[src/rtl/spi_icb_bridge.sv]
// spi_icb_bridge: SPI mode-0 slave that turns each frame into a single ICB strobe.
// A frame is: rw bit (1 = read), aw address bits, then dw data bits, all MSB first.
// Every SPI pin is synchronized into clk. clk must run at least 8x faster than sclk.
// Optional feature: defining SPI_ICB_ABORT_CNT_EN adds the abort_cnt output.
// abort_cnt is a saturating count of frames that were cut short.
module spi_icb_bridge #(
  parameter int aw = 8,
  parameter int dw = 8
) (
  input  logic          clk,
  input  logic          rst_n,
  input  logic          spi_sclk,
  input  logic          spi_csn,
  input  logic          spi_mosi,
  output logic          spi_miso,
  output logic          spi_miso_oe,
  output logic          icb_wr,
  output logic [aw-1:0] icb_wadr,
  output logic [dw-1:0] icb_wdata,
  output logic          icb_rd,
  output logic [aw-1:0] icb_radr,
  input  logic [dw-1:0] icb_rdata,
  output logic          busy
`ifdef SPI_ICB_ABORT_CNT_EN
  ,
  output logic [7:0]    abort_cnt
`endif
);

  localparam int cw = $clog2(aw + dw + 2);
  localparam logic [cw-1:0] addr_last = cw'(aw);
  localparam logic [cw-1:0] data_last = cw'(dw - 1);

  typedef enum logic [2:0] {
    IDLE  = 3'd0,
    ADDR  = 3'd1,
    RDREQ = 3'd2,
    RDCAP = 3'd3,
    DATA  = 3'd4,
    WRREQ = 3'd5,
    WAIT  = 3'd6
  } state_t;

  state_t state, state_next;

  // Synchronizer stages plus one delayed copy for edge detection.
  logic sclk_s1, sclk_s2, sclk_d;
  logic csn_s1, csn_s2, csn_d;
  logic mosi_s1, mosi_s2;

  // prime[1] goes high once real pin values have reached csn_s2 after reset.
  logic [1:0] prime;
  // armed means csn has been seen high since reset.
  // A frame that was already running when reset was released is therefore never picked up halfway.
  logic armed;

  logic sclk_rise, sclk_fall, csn_fall;
  logic addr_done, data_done;

  logic [aw-1:0] hdr_shift;
  logic [aw:0]   hdr_next;
  logic [aw-1:0] addr_reg;
  logic          rw;
  logic [dw-2:0] data_shift;
  logic [dw-1:0] data_next;
  logic [dw-1:0] tx_shift;
  logic [cw-1:0] bit_cnt;

  // Bring the asynchronous SPI pins into the clk domain.
  // The csn stages reset to 1 so that reset looks like "not selected".
  always_ff @(posedge clk or negedge rst_n) begin
    if (!rst_n) begin
      sclk_s1 <= 1'b0;
      sclk_s2 <= 1'b0;
      sclk_d  <= 1'b0;
      csn_s1  <= 1'b1;
      csn_s2  <= 1'b1;
      csn_d   <= 1'b1;
      mosi_s1 <= 1'b0;
      mosi_s2 <= 1'b0;
      prime   <= 2'b00;
    end else begin
      sclk_s1 <= spi_sclk;
      sclk_s2 <= sclk_s1;
      sclk_d  <= sclk_s2;
      csn_s1  <= spi_csn;
      csn_s2  <= csn_s1;
      csn_d   <= csn_s2;
      mosi_s1 <= spi_mosi;
      mosi_s2 <= mosi_s1;
      prime   <= {prime[0], 1'b1};
    end
  end

  // Set armed once csn is seen high after the synchronizer has filled with real pin values.
  always_ff @(posedge clk or negedge rst_n) begin
    if (!rst_n) begin
      armed <= 1'b0;
    end else if (prime[1] && csn_s2) begin
      armed <= 1'b1;
    end
  end

  assign sclk_rise = sclk_s2 & ~sclk_d;
  assign sclk_fall = ~sclk_s2 & sclk_d;
  assign csn_fall  = armed & csn_d & ~csn_s2;

  // hdr_next[aw] holds rw on the final header bit.
  assign hdr_next  = {hdr_shift, mosi_s2};
  assign data_next = {data_shift, mosi_s2};
  assign addr_done = (state == ADDR) && sclk_rise && (bit_cnt == addr_last);
  assign data_done = (state == DATA) && sclk_rise && (bit_cnt == data_last);

  // State register.
  always_ff @(posedge clk or negedge rst_n) begin
    if (!rst_n) begin
      state <= IDLE;
    end else begin
      state <= state_next;
    end
  end

  // Next-state logic.
  // csn high aborts a shifting phase, but a strobe that has already been issued is allowed to finish.
  always_comb begin
    state_next = state;
    case (state)
      IDLE: begin
        if (csn_fall) state_next = ADDR;
      end
      ADDR: begin
        if (csn_s2)         state_next = IDLE;
        else if (addr_done) state_next = hdr_shift[aw-1] ? RDREQ : DATA;
      end
      RDREQ: begin
        state_next = csn_s2 ? IDLE : RDCAP;
      end
      RDCAP: begin
        state_next = csn_s2 ? IDLE : DATA;
      end
      DATA: begin
        if (csn_s2)         state_next = IDLE;
        else if (data_done) state_next = rw ? WAIT : WRREQ;
      end
      WRREQ: begin
        state_next = csn_s2 ? IDLE : WAIT;
      end
      WAIT: begin
        if (csn_s2) state_next = IDLE;
      end
      default: state_next = IDLE;
    endcase
  end

  // Frame datapath: bit counter, receive shifters, read-data shifter and the strobe address/data registers.
  always_ff @(posedge clk or negedge rst_n) begin
    if (!rst_n) begin
      bit_cnt    <= '0;
      hdr_shift  <= '0;
      addr_reg   <= '0;
      rw         <= 1'b0;
      data_shift <= '0;
      tx_shift   <= '0;
      icb_wadr   <= '0;
      icb_wdata  <= '0;
      icb_radr   <= '0;
    end else begin
      // The counter restarts at every state change.
      // It therefore counts header bits in ADDR and data bits in DATA.
      if (state_next != state) begin
        bit_cnt <= '0;
      end else if (sclk_rise && (state == ADDR || state == DATA)) begin
        bit_cnt <= bit_cnt + 1'b1;
      end

      if (state == IDLE) begin
        hdr_shift  <= '0;
        data_shift <= '0;
      end

      if (state == ADDR && sclk_rise) begin
        hdr_shift <= hdr_next[aw-1:0];
      end

      if (addr_done) begin
        rw       <= hdr_next[aw];
        addr_reg <= hdr_next[aw-1:0];
      end

      // The address and data outputs only change together with the strobe that carries them.
      if (state == ADDR && state_next == RDREQ) begin
        icb_radr <= hdr_next[aw-1:0];
      end

      if (state == DATA && state_next == WRREQ) begin
        icb_wadr  <= addr_reg;
        icb_wdata <= data_next;
      end

      if (state == DATA && !rw && sclk_rise) begin
        data_shift <= data_next[dw-2:0];
      end

      // The fall that ends the last address bit arrives while already in DATA.
      // Shifting only starts after the first data rise, so the MSB is held for that rise.
      if (state == RDCAP) begin
        tx_shift <= icb_rdata;
      end else if (state == DATA && rw && sclk_fall && bit_cnt != '0) begin
        tx_shift <= tx_shift << 1;
      end
    end
  end

  // Output decode from the current state.
  // During RDCAP, miso takes the MSB straight from icb_rdata because the shifter is still being loaded.
  always_comb begin
    busy        = (state != IDLE);
    icb_wr      = (state == WRREQ);
    icb_rd      = (state == RDREQ);
    spi_miso_oe = rw && (state == RDCAP || state == DATA || state == WAIT);
    spi_miso    = 1'b0;
    if (spi_miso_oe) begin
      spi_miso = (state == RDCAP) ? icb_rdata[dw-1] : tx_shift[dw-1];
    end
  end

`ifdef SPI_ICB_ABORT_CNT_EN
  // Count frames cut short during ADDR or DATA. The count saturates at 255.
  always_ff @(posedge clk or negedge rst_n) begin
    if (!rst_n) begin
      abort_cnt <= 8'd0;
    end else if ((state == ADDR || state == DATA) && csn_s2 && abort_cnt != 8'hFF) begin
      abort_cnt <= abort_cnt + 8'd1;
    end
  end
`endif

endmodule

[config.mk]
export PLATFORM = sky130hd
export DESIGN_NAME = spi_icb_bridge
export DESIGN_NICKNAME = d
export VERILOG_FILES = /design/src/rtl/spi_icb_bridge.sv
export SDC_FILE = /design/constraint.sdc
export NUM_CORES = 1
export LEC_CHECK = 0
export ABC_CLOCK_PERIOD_IN_PS = 4740
export BUFFER_PORTS_ARGS = -buffer_cell sky130_fd_sc_hd__buf_2
export CELL_PAD_IN_SITES_DETAIL_PLACEMENT = 2
export CELL_PAD_IN_SITES_GLOBAL_PLACEMENT = 2
export CORE_MARGIN = 2
export CORE_UTILIZATION = 42
export CTS_CLUSTER_SIZE = 20
export DETAILED_ROUTE_END_ITERATION = 12
export MAX_ROUTING_LAYER = met4
export PLACE_DENSITY_LB_ADDON = 0.05
export SLEW_MARGIN = 20
export SYNTH_ARGS = -nofsm -noshare
export SYNTH_HDL_FRONTEND = slang
export SYNTH_SLANG_ARGS = --single-unit
[constraint.sdc]
create_clock -name clk -period 4.74 [get_ports clk]
set_input_delay 0.474 -clock clk [delete_from_list [all_inputs] [get_ports clk]]
set_output_delay 0.474 -clock clk [all_outputs]
set_load 0.1 [all_outputs]
=== Word level (Yosys, flattened, before mapping) ===
Index checks and enable logic that the tools add are counted.

* Bits of input ports: 13
* Flip-flop bits (word level): 75
* Word-level logic and storage cells: 86
* Output and inout bits: 29

* Eq/ne operators: 11
* Reduce and logical (&&, ||, !) cells: 25
* Add/sub/neg operators: 1
* Muxes and demuxes: 22
* Bitwise logic cells: 7

{| class="wikitable"
|+ Operator list
! kind !! count
|-
| 2-to-1 mux 8 bit || 4
|-
| 2-to-1 mux 3 bit || 9
|-
| case mux 3 bit (7 select lines) || 1
|-
| logical AND 1 bit || 14
|-
| 2-to-1 mux 7 bit || 2
|-
| == test 3 bit (second input constant) || 4
|-
| 2-to-1 mux 5 bit || 2
|-
| == test 3 x 2 -> 1 bit (second input constant) || 3
|-
| nonzero test 2 bit || 4
|-
| adder 5 x 1 -> 5 bit (second input constant) || 1
|-
| == test 5 x 3 -> 1 bit (second input constant) || 1
|-
| == test 5 x 4 -> 1 bit (second input constant) || 1
|-
| nonzero test 5 bit || 1
|-
| bitwise AND 1 bit || 4
|-
| 2-to-1 mux 2 bit || 2
|-
| == test 3 x 1 -> 1 bit (second input constant) || 1
|-
| zero test 3 bit || 1
|-
| logical OR 1 bit || 3
|-
| != test 3 bit || 1
|-
| NOT 1 bit || 3
|-
| nonzero test 3 bit || 1
|-
| 2-to-1 mux 1 bit || 2
|-
| zero test 1 bit || 1
|}

=== Logic depth before layout (Yosys ltp) ===
Gate-level depths: netlist of the first run.

* Depth in word-level cells: 9
* Depth in mapped cells: 7
* Mapped depth without buffers: 6

=== Least setup slack after synthesis of the first run ===
Ideal clock, no wire load.

* Path type: register -> output
* Start point: register state[0]
* End point: output spi_miso
* Setup slack: -1.141 ns
* Required time: 4.266 ns
* Buffers on the path: 2
* Stages on the path, launching flop included: 6
* Arrival: 5.407 ns
* Cell sequence: dfrtp_1 buf_4 clkbuf_1 nand3_1 a21boi_0 a21boi_0

* Word-level cells in the longest chain between the ends: 5
* Elaborated cells on any way between the ends: 8
* Those cells by class: eq/ne: 3; mux: 2; reduce/logical: 3

{| class="wikitable"
|+ Ends and longest elaborated chain
! element !! RTL line !! text
|-
| start: declaration || 44 || <nowiki>state_t state, state_next;</nowiki>
|-
| start signal: assignment || 119 || <nowiki>state <= state_next;</nowiki>
|-
| == test 3 x 2 -> 1 bit / == test 3 bit (equally long branches) || 220 || <nowiki>spi_miso_oe = rw && (state == RDCAP || state == DATA || state == WAIT);</nowiki>
|-
| logical OR 1 bit || 220 ||
|-
| logical OR 1 bit (*) || 220 ||
|-
| logical AND 1 bit (*) || 220 ||
|-
| via spi_miso_oe || 16 || <nowiki>output logic spi_miso_oe,</nowiki>
|-
| 2-to-1 mux 1 bit (*) || 222 || <nowiki>if (spi_miso_oe) begin</nowiki>
|-
| end: declaration || 15 || <nowiki>output logic spi_miso,</nowiki>
|}

Mark *: on every way through the listed nets, which the timed path passes. The rest lies on a longest branch.

=== Final worst setup path of the first run ===
* Start point: register state[1]
* End point: output spi_miso

* Word-level cells in the longest chain between the ends: 5
* Elaborated cells on any way between the ends: 8
* Those cells by class: eq/ne: 3; mux: 2; reduce/logical: 3

{| class="wikitable"
|+ Ends and longest elaborated chain
! element !! RTL line
|-
| == test 3 x 2 -> 1 bit / == test 3 bit (equally long branches) || 220, 223
|-
| logical OR 1 bit (2 in a row) || 220
|-
| logical AND 1 bit || 220
|-
| 2-to-1 mux 1 bit (*) || 222
|}

Every way passes the cells marked *; elsewhere a longest branch is shown, timed or not.

==> results of run 1 <==
where the power goes:
part	switching, mW	internal [mW]	leakage (nW)
sequential	0.0102	0.647	0.973
combinational	0.0366	0.0141	0.633
clock	0.234	0.367	0.124
total	0.281	1.03	1.73
cells in the final DEF (no fill, tap or decap), types with 2 or more instances in the layout:
cell type	instances
sky130_fd_sc_hd__nand2b_1	3
sky130_fd_sc_hd__o21ai_1	7
sky130_fd_sc_hd__mux2i_1	8
sky130_fd_sc_hd__nor3b_1	3
sky130_fd_sc_hd__inv_1	4
sky130_fd_sc_hd__dfrtp_1	72
sky130_fd_sc_hd__nand3_1	3
sky130_fd_sc_hd__buf_2	40
sky130_fd_sc_hd__o21ai_0	16
sky130_fd_sc_hd__nor3_1	8
sky130_fd_sc_hd__mux2_2	22
sky130_fd_sc_hd__nand2_1	45
sky130_fd_sc_hd__a21oi_1	2
sky130_fd_sc_hd__mux2_4	10
sky130_fd_sc_hd__ha_1	2
sky130_fd_sc_hd__bufinv_16	3
sky130_fd_sc_hd__nor2_1	5
sky130_fd_sc_hd__nor4b_1	2
sky130_fd_sc_hd__clkbuf_8	10
sky130_fd_sc_hd__buf_4	2
sky130_fd_sc_hd__o21bai_1	2
sky130_fd_sc_hd__a21o_1	2
sky130_fd_sc_hd__nor4_4	2
sky130_fd_sc_hd__xnor2_1	5
sky130_fd_sc_hd__nor4bb_1	2
sky130_fd_sc_hd__nor4_1	3
sky130_fd_sc_hd__dfstp_2	3
logic make-up after synthesis:
family	after synthesis	synth area share, %
other	1	0.115
AO/OA/AOI/OAI	39	7.76
multiplexers	40	14.7
XOR/XNOR	5	1.34
buffers and inverters	19	3.53
AND/OR/NAND/NOR	83	14.1
flip-flops	75	57.7
adder cells (fa/ha/maj)	2	0.768
metal layers:
metal	track usage, %	routed length, µm	up-vias
met2	29.5	3410	33
met1	23.8	3290	1084
met3	4.44	227	7
met4	6.34	85	0
li1	-	-	995
met5	-	0	-
layout make-up:
class,count,area [µm²],share of cell area (%)
sequential,75,1880,50.1
tap,102,128,3.40
clock buffer,11,141,3.77
clock inverter,5,108,2.87
multi-input combinational,170,1270,33.7
timing repair buffer,42,215,5.73
inverter,4,15.0,0.400
metrics by stage:
stage | setup WS (ns) | cell area (µm²) | util, %
after floorplan | 0.242 | 3260 | -
after global placement | 1.93 | 3500 | 46.1
after detailed placement | 1.84 | 3500 | 46.1
after CTS | 1.44 | 3750 | 49.3
after global routing | 1.18 | 3750 | 49.3
final | 1.51 | 3750 | 49.3
worst paths after layout:
check / start / endpoint / slack (ns)
max: state[1] / spi_miso / 1.51
min: spi_mosi / mosi_s1 / 0.22
max reg2reg: state[1] / icb_wadr[1] / 1.90
min reg2reg: mosi_s1 / mosi_s2 / 0.35
max in group asynchronous: rst_n / bit_cnt[0] / 3.85
min in group asynchronous: rst_n / tx_shift[5] / 0.26
==> impl_metrics.sql, run 1 <==
INSERT INTO impl_metrics (metric_group, metric, value, unit) VALUES
('detailed_routing', 'tritonroute_pass_1_iters', '5', ''),
('detailed_routing', 'drt_iter0_markers', '64', ''),
('detailed_routing', 'final_antenna_net_count', '0', ''),
('die', 'io_pins', '42', ''),
('sta', 'fmaxAchievable', '0.309', 'GHz'),
('die', 'floorplan.initialDensity', '42.8', '%'),
('cells_and_area', 'fraction_of_final_layout_cells_sized_beyond_drive_strength_1', '32.9', '%'),
('logic_synthesis', 'dominantRegCellSynth', 'sky130_fd_sc_hd__dfrtp_1', ''),
('detailed_routing', 'drt_drc_violations_left', '0', ''),
('grt', 'grt_start_max_net_pins', '76', ''),
('logic_synthesis', 'post_synth_inst_count', '264', ''),
('logic_synthesis', 'synth-seq-cells', '75', ''),
('placement', 'place.detailed.hpwl', '4560', 'µm'),
('worst_setup_path', 'cp_cell_sequence', 'nand2_1, nor2_1, nand2_1, a21boi_0, buf_2', ''),
('sta', 'setup_total_negative_slack', '0', 'ns'),
('die', 'design.die.area', '0.00848', 'mm²'),
('sta', 'timing.clock.skew', '0.0136', 'ns'),
('sta', 'max_slew_margin', '30.7', '%'),
('clock_tree', 'postCtsHoldBufs', '0', ''),
('worst_setup_path', 'critical-path-top-delay-family', 'simple AND/OR/NAND/NOR gates', ''),
('logic_synthesis', 'most_frequent_cells_after_synthesis', 'sky130_fd_sc_hd__dfrtp_1 (72), sky130_fd_sc_hd__nand2_1 (45), sky130_fd_sc_hd__mux2_2 (22)', ''),
('clock_tree', 'post_cts_resize_count', '0', ''),
('detailed_routing', 'wire_per_inst', '17.1', 'µm'),
('grt', 'grt_pass1_vias', '2282', ''),
('min_path', 'worst_hold_path.num_cells', '1', ''),
('sta', 'finalSetupViolCount', '0', ''),
('cells_and_area', 'areaGrowthSynthToFinish', '15.2', '%'),
('clock_tree', 'clkTransAtPathRegs', '0.08', 'ns'),
('power', 'cellLeakagePower', '1.73', 'nW'),
('worst_setup_path', 'worst-r2r-cell-count', '4', ''),
('detailed_routing', 'vias', '2119', ''),
('worst_setup_path', 'crit_path_top_delay_cell', 'sky130_fd_sc_hd__dfrtp_1', ''),
('logic_synthesis', 'post-synth-top-count-cell', 'sky130_fd_sc_hd__dfrtp_1', ''),
('worst_setup_path', 'worstPathRequired', '4.27', 'ns'),
('clock_tree', 'numCtsBuffers', '9', ''),
('cells_and_area', 'num-nets-final', '317', ''),
('clock_tree', 'cts_root_buffer', 'sky130_fd_sc_hd__clkbuf_8', ''),
('clock_tree', 'tritoncts', 'built', ''),
('sta', 'hold_ws', '0.222', 'ns'),
('die', 'total_number_of_placement_rows', '32', ''),
('logic_synthesis', 'ys_seq_area_share', '57.7', '%'),
('logic_synthesis', 'synth_largest_type_area_fraction', '55.3', '%'),
('power', 'p_total', '1.31', 'mW'),
('logic_synthesis', 'synthesized_area_per_cell', '12.3', 'µm²'),
('worst_setup_path', 'critical_path.startpoint_type', 'register', ''),
('flow_run', 'maxCapViolCount', '0', ''),
('clock_tree', 'clk-insertion-delay-late', '0.35', 'ns'),
('sta', 'finalWorstPathRequiredPeriod', '3.23', 'ns'),
('sta', 'finalMaxSlewViolations', '0', ''),
('clock_tree', 'htreeDepth', '3', ''),
('logic_synthesis', 'post_synth_instance_area', '0.00326', 'mm²'),
('logic_synthesis', 'synth.net_count', '279', ''),
('sta', 'hold_viol', '0', ''),
('die', 'die_width', '92.1', 'µm'),
('worst_setup_path', 'cp_data_arrival_time', '2.76', 'ns'),
('placement', 'port_buffers', '41', ''),
('placement', 'place.gp.congestion', '0.786', ''),
('power', 'ir_drop', '0.000208', 'V'),
('power', 'power-per-cell-area', '349', 'mW/mm²'),
('logic_synthesis', 'number_of_enable_type_register_cells_in_the_synthesized_netlist', '0', ''),
('clock_tree', 'ctsLongestPathBuffers', '2', ''),
('worst_setup_path', 'cp-end-kind', 'output pin', ''),
('worst_setup_path', 'critical_path_depth', '5', ''),
('worst_setup_path', 'worst-path-buf-inv', '1', ''),
('worst_setup_path', 'crit_path_max_fo', '18', ''),
('grt', 'grt_first_pass_wirelength', '11700', 'µm'),
('worst_setup_path', 'crit_path_frequent_cell', 'sky130_fd_sc_hd__nand2_1', ''),
('status', 'status', 'complete, no violations', ''),
('logic_synthesis', 'post_synthesis_async_set_or_reset_flop_share', '100', '%'),
('grt', 'globalRouteTotalUtil', '18.7', '%'),
('worst_setup_path', 'timing.critical_path.slowest_cell_delay', '0.69', 'ns');
Note: power is estimated with default switching activity, not from simulation.
==> run 2: changes to the inputs <==
ABC_AREA = 1   (was default)
ABC_CLOCK_PERIOD_IN_PS = 3400   (was 4740)
CORE_UTILIZATION = 36   (was 42)
clock period = 3.4 ns   (was 4.74 ns; I/O delays follow)
==> impl_metrics.sql, run 2 <==
INSERT INTO impl_metrics (metric_group, metric, value, unit) VALUES
('status', 'status', 'complete, no violations', ''),
('logic_synthesis', 'synthesized_area_per_cell', '9.97', 'µm²'),
('logic_synthesis', 'dominantRegCellSynth', 'sky130_fd_sc_hd__dfrtp_1', ''),
('flow_run', 'maxCapViolCount', '0', ''),
('grt', 'grt_util_met3', '3.53', '%'),
('worst_setup_path', 'cp_data_arrival_time', '2.15', 'ns'),
('cells_and_area', 'multiInputGateArea', '0.00105', 'mm²'),
('sta', 'finalMaxSlewViolations', '0', ''),
('clock_tree', 'htreeDepth', '3', ''),
('cells_and_area', 'fraction_of_final_layout_cells_sized_beyond_drive_strength_1', '23.2', '%'),
('die', 'io_pins', '42', ''),
('power', 'ir_drop', '0.000237', 'V'),
('detailed_routing', 'drt_iter0_markers', '67', ''),
('grt', 'global_route.peak_usage_layer', 'met2', ''),
('cells_and_area', 'fillCellCount', '966', ''),
('clock_tree', 'clkTransAtPathRegs', '0.08', 'ns'),
('sta', 'finalSetupViolCount', '0', ''),
('grt', 'met2_track_demand_over_resource_in_global_routing', '31.6', '%'),
('placement', 'place.detailed.hpwl', '5710', 'µm'),
('clock_tree', 'cts_root_buffer', 'sky130_fd_sc_hd__clkbuf_8', ''),
('logic_synthesis', 'synth.net_count', '331', ''),
('die', 'total_number_of_placement_rows', '34', ''),
('worst_setup_path', 'timing.critical_path.slowest_cell_delay', '0.44', 'ns'),
('sta', 'tightest_slew', '0.952', 'ns'),
('sta', 'rsz_0062_raised_after_global_routing', 'no', ''),
('worst_setup_path', 'crit_path_max_fo', '10', ''),
('logic_synthesis', 'most_frequent_cells_after_synthesis', 'sky130_fd_sc_hd__dfrtp_1 (72), sky130_fd_sc_hd__nand2_1 (68), sky130_fd_sc_hd__inv_1 (40)', ''),
('grt', 'grt_first_pass_wirelength', '13900', 'µm'),
('placement', 'worst_setup_slack_after_placement', '1.04', 'ns'),
('logic_synthesis', 'post_synthesis_async_set_or_reset_flop_share', '100', '%'),
('detailed_routing', 'drt_drc_violations_left', '0', ''),
('grt', 'globalRouteTotalUtil', '19.0', '%'),
('worst_setup_path', 'worstPathRequired', '3.06', 'ns'),
('detailed_routing', 'finalWirelength', '7900', 'µm'),
('clock_tree', 'post_cts.repair.setup_buffers', '0', ''),
('grt', 'grt_antenna_before_repair', '0', ''),
('cells_and_area', 'layout.cells.most_common_list', 'sky130_fd_sc_hd__dfrtp_1 (72), sky130_fd_sc_hd__nand2_1 (68), sky130_fd_sc_hd__inv_1 (40), sky130_fd_sc_hd__buf_2 (40), sky130_fd_sc_hd__o21ai_0 (22)', ''),
('detailed_routing', 'vias', '2364', ''),
('cells_and_area', 'final_cell_area', '0.00363', 'mm²'),
('clock_tree', 'ctsLongestPathBuffers', '2', ''),
('power', 'power-per-cell-area', '445', 'mW/mm²'),
('logic_synthesis', 'ys_seq_area_share', '59.7', '%'),
('logic_synthesis', 'yosysUniqueCellTypes', '38', ''),
('detailed_routing', 'tritonroute_pass_1_iters', '3', ''),
('cells_and_area', 'insertedDiodeCount', '0', ''),
('cells_and_area', 'areaGrowthSynthToFinish', '15.1', '%'),
('detailed_routing', 'final_antenna_net_count', '0', ''),
('logic_synthesis', 'yosysTopAreaCell', 'sky130_fd_sc_hd__dfrtp_1', ''),
('clock_tree', 'tritoncts', 'built', ''),
('cells_and_area', 'final_core_utilization', '42.2', '%'),
('power', 'cellLeakagePower', '1.82', 'nW'),
('sta', 'fin_ws', '0.911', 'ns'),
('die', 'design.die.area', '0.00952', 'mm²'),
('sta', 'setup_total_negative_slack', '0', 'ns'),
('sta', 'fmaxAchievable', '0.402', 'GHz'),
('min_path', 'min-delay-path-class', 'in2reg', ''),
('clock_tree', 'numCtsBuffers', '9', ''),
('detailed_routing', 'viasPerCell', '4.99', ''),
('worst_setup_path', 'critical_path.startpoint_type', 'register', ''),
('sta', 'finalWorstPathRequiredPeriod', '2.49', 'ns'),
('worst_setup_path', 'timing_worst_setup_path_type', 'reg2out', ''),
('logic_synthesis', 'post-synth-top-count-cell', 'sky130_fd_sc_hd__dfrtp_1', ''),
('detailed_routing', 'wire_per_inst', '16.7', 'µm'),
('die', 'floorplan.core_area', '0.00859', 'mm²'),
('sta', 'layout_worst_path_cycle_share', '73.2', '%'),
('worst_setup_path', 'cp-end-kind', 'output pin', ''),
('grt', 'grt_util_met1', '23.8', '%'),
('sta', 'hold_viol', '0', ''),
('logic_synthesis', 'synth.top_cells.by_area', 'sky130_fd_sc_hd__dfrtp_1 (57%), sky130_fd_sc_hd__nand2_1 (8.1%), sky130_fd_sc_hd__inv_1 (4.8%)', ''),
('die', 'die_width', '97.6', 'µm'),
('cells_and_area', 'regArea', '0.00188', 'mm²'),
('die', 'floorplan.die.height', '97.6', 'µm'),
('grt', 'grt_pass1_vias', '2720', ''),
('grt', 'grt_start_max_net_pins', '76', ''),
('logic_synthesis', 'synth-seq-cells', '75', ''),
('cells_and_area', 'final_common_cell', 'sky130_fd_sc_hd__dfrtp_1', ''),
('clock_tree', 'clk-insertion-delay-late', '0.34', 'ns'),
('worst_setup_path', 'crit_path_top_delay_cell', 'sky130_fd_sc_hd__dfrtp_1', ''),
('placement', 'dpl-instance-area', '0.00345', 'mm²'),
('logic_synthesis', 'number_of_enable_type_register_cells_in_the_synthesized_netlist', '0', ''),
('grt', 'grt_overflow', '0', ''),
('placement', 'port_buffers', '41', ''),
('logic_synthesis', 'post_synth_inst_count', '316', ''),
('sta', 'max_slew_margin', '36.6', '%'),
('die', 'floorplan.initialDensity', '36.7', '%'),
('placement', 'place.gp.congestion', '0.784', ''),
('cells_and_area', 'num-nets-final', '376', ''),
('clock_tree', 'clock_sinks', '75', ''),
('sta', 'timing.clock.skew', '0.00743', 'ns'),
('clock_tree', 'postCtsHoldBufs', '0', ''),
('worst_setup_path', 'cp_cell_sequence', 'inv_2, nand3_2, clkinv_1, nand2_1, a21boi_2, buf_2', ''),
('logic_synthesis', 'post_synth_instance_area', '0.00315', 'mm²'),
('logic_synthesis', 'synth_largest_type_area_fraction', '57.2', '%'),
('logic_synthesis', 'yosysWarnings', '0', ''),
('clock_tree', 'post_cts_resize_count', '0', '');
## run 2: cell types whose count changed after synthesis, sizes merged, moves of 9 or more
cell   before  now
nand3       3   15
nand2      45   71
inv         4   44
o22ai       0   15
mux2       32    8
nor2        5   14
## run 2: power by group
group | total (mW) | internal (mW) | leakage, nW | switching (mW)
clock network | 0.622 | 0.286 | 0.0820 | 0.335
registers | 0.909 | 0.901 | 0.973 | 0.00757
logic | 0.0826 | 0.0201 | 0.760 | 0.0624
## run 2: logic make-up after synthesis
logic type | after synthesis | synth area share, %
compound gates | 59 | 10.6
xor+xnor | 3 | 0.834
fa+ha+maj | 2 | 0.794
buf+inv | 54 | 7.26
flops | 75 | 59.7
mux | 9 | 3.65
other cells | 1 | 0.119
simple gates | 113 | 17.1
## run 2: worst paths after layout
check | start | end | slack [ns] | cells after the start
setup reg to reg | state[1] | bit_cnt[2] | 1.02 | 9
max in group asynchronous | rst_n | data_shift[6] | 2.64 | 1
hold reg to reg | sclk_s1 | sclk_s2 | 0.36 | 0
hold / removal | spi_csn | csn_s1 | 0.1 | 1
setup / recovery | state[2] | spi_miso | 0.91 | 6
min in group asynchronous | rst_n | sclk_s1 | 0.12 | 1
## run 2: stage by stage
step                hold WS (ns)  std cells  total power [mW]
floorplan                 0.0444        316             0.972
global placement           0.334        458              1.01
detailed placement         0.346        458              1.01
CTS                       0.0778        474              1.64
global route              0.0744        474              1.70
finish                    0.0953        474              1.61
## run 2: routing by layer
layer	wire length [µm]	part of all wire [%]
met1	3470	44
met2	4090	52
met3	225	2.8
met4	107	1.4
met5	0	0
## run 2: critical path, delay by kind of cell (launching register included)
family,cells,cell delay [ns]
flip-flops,1,0.44
AND/OR/NAND/NOR,2,0.35
buffers and inverters,3,0.87
AO/OA/AOI/OAI,1,0.14
## run 2: final cells by class
class                      instances  area share, %
sequential                        75           51.8
clock buffer                      11           3.90
clock inverter                     5           1.00
timing repair buffer              41           5.72
inverter                          47           4.90
multi-input combinational        187           28.9
tap                              108           3.72
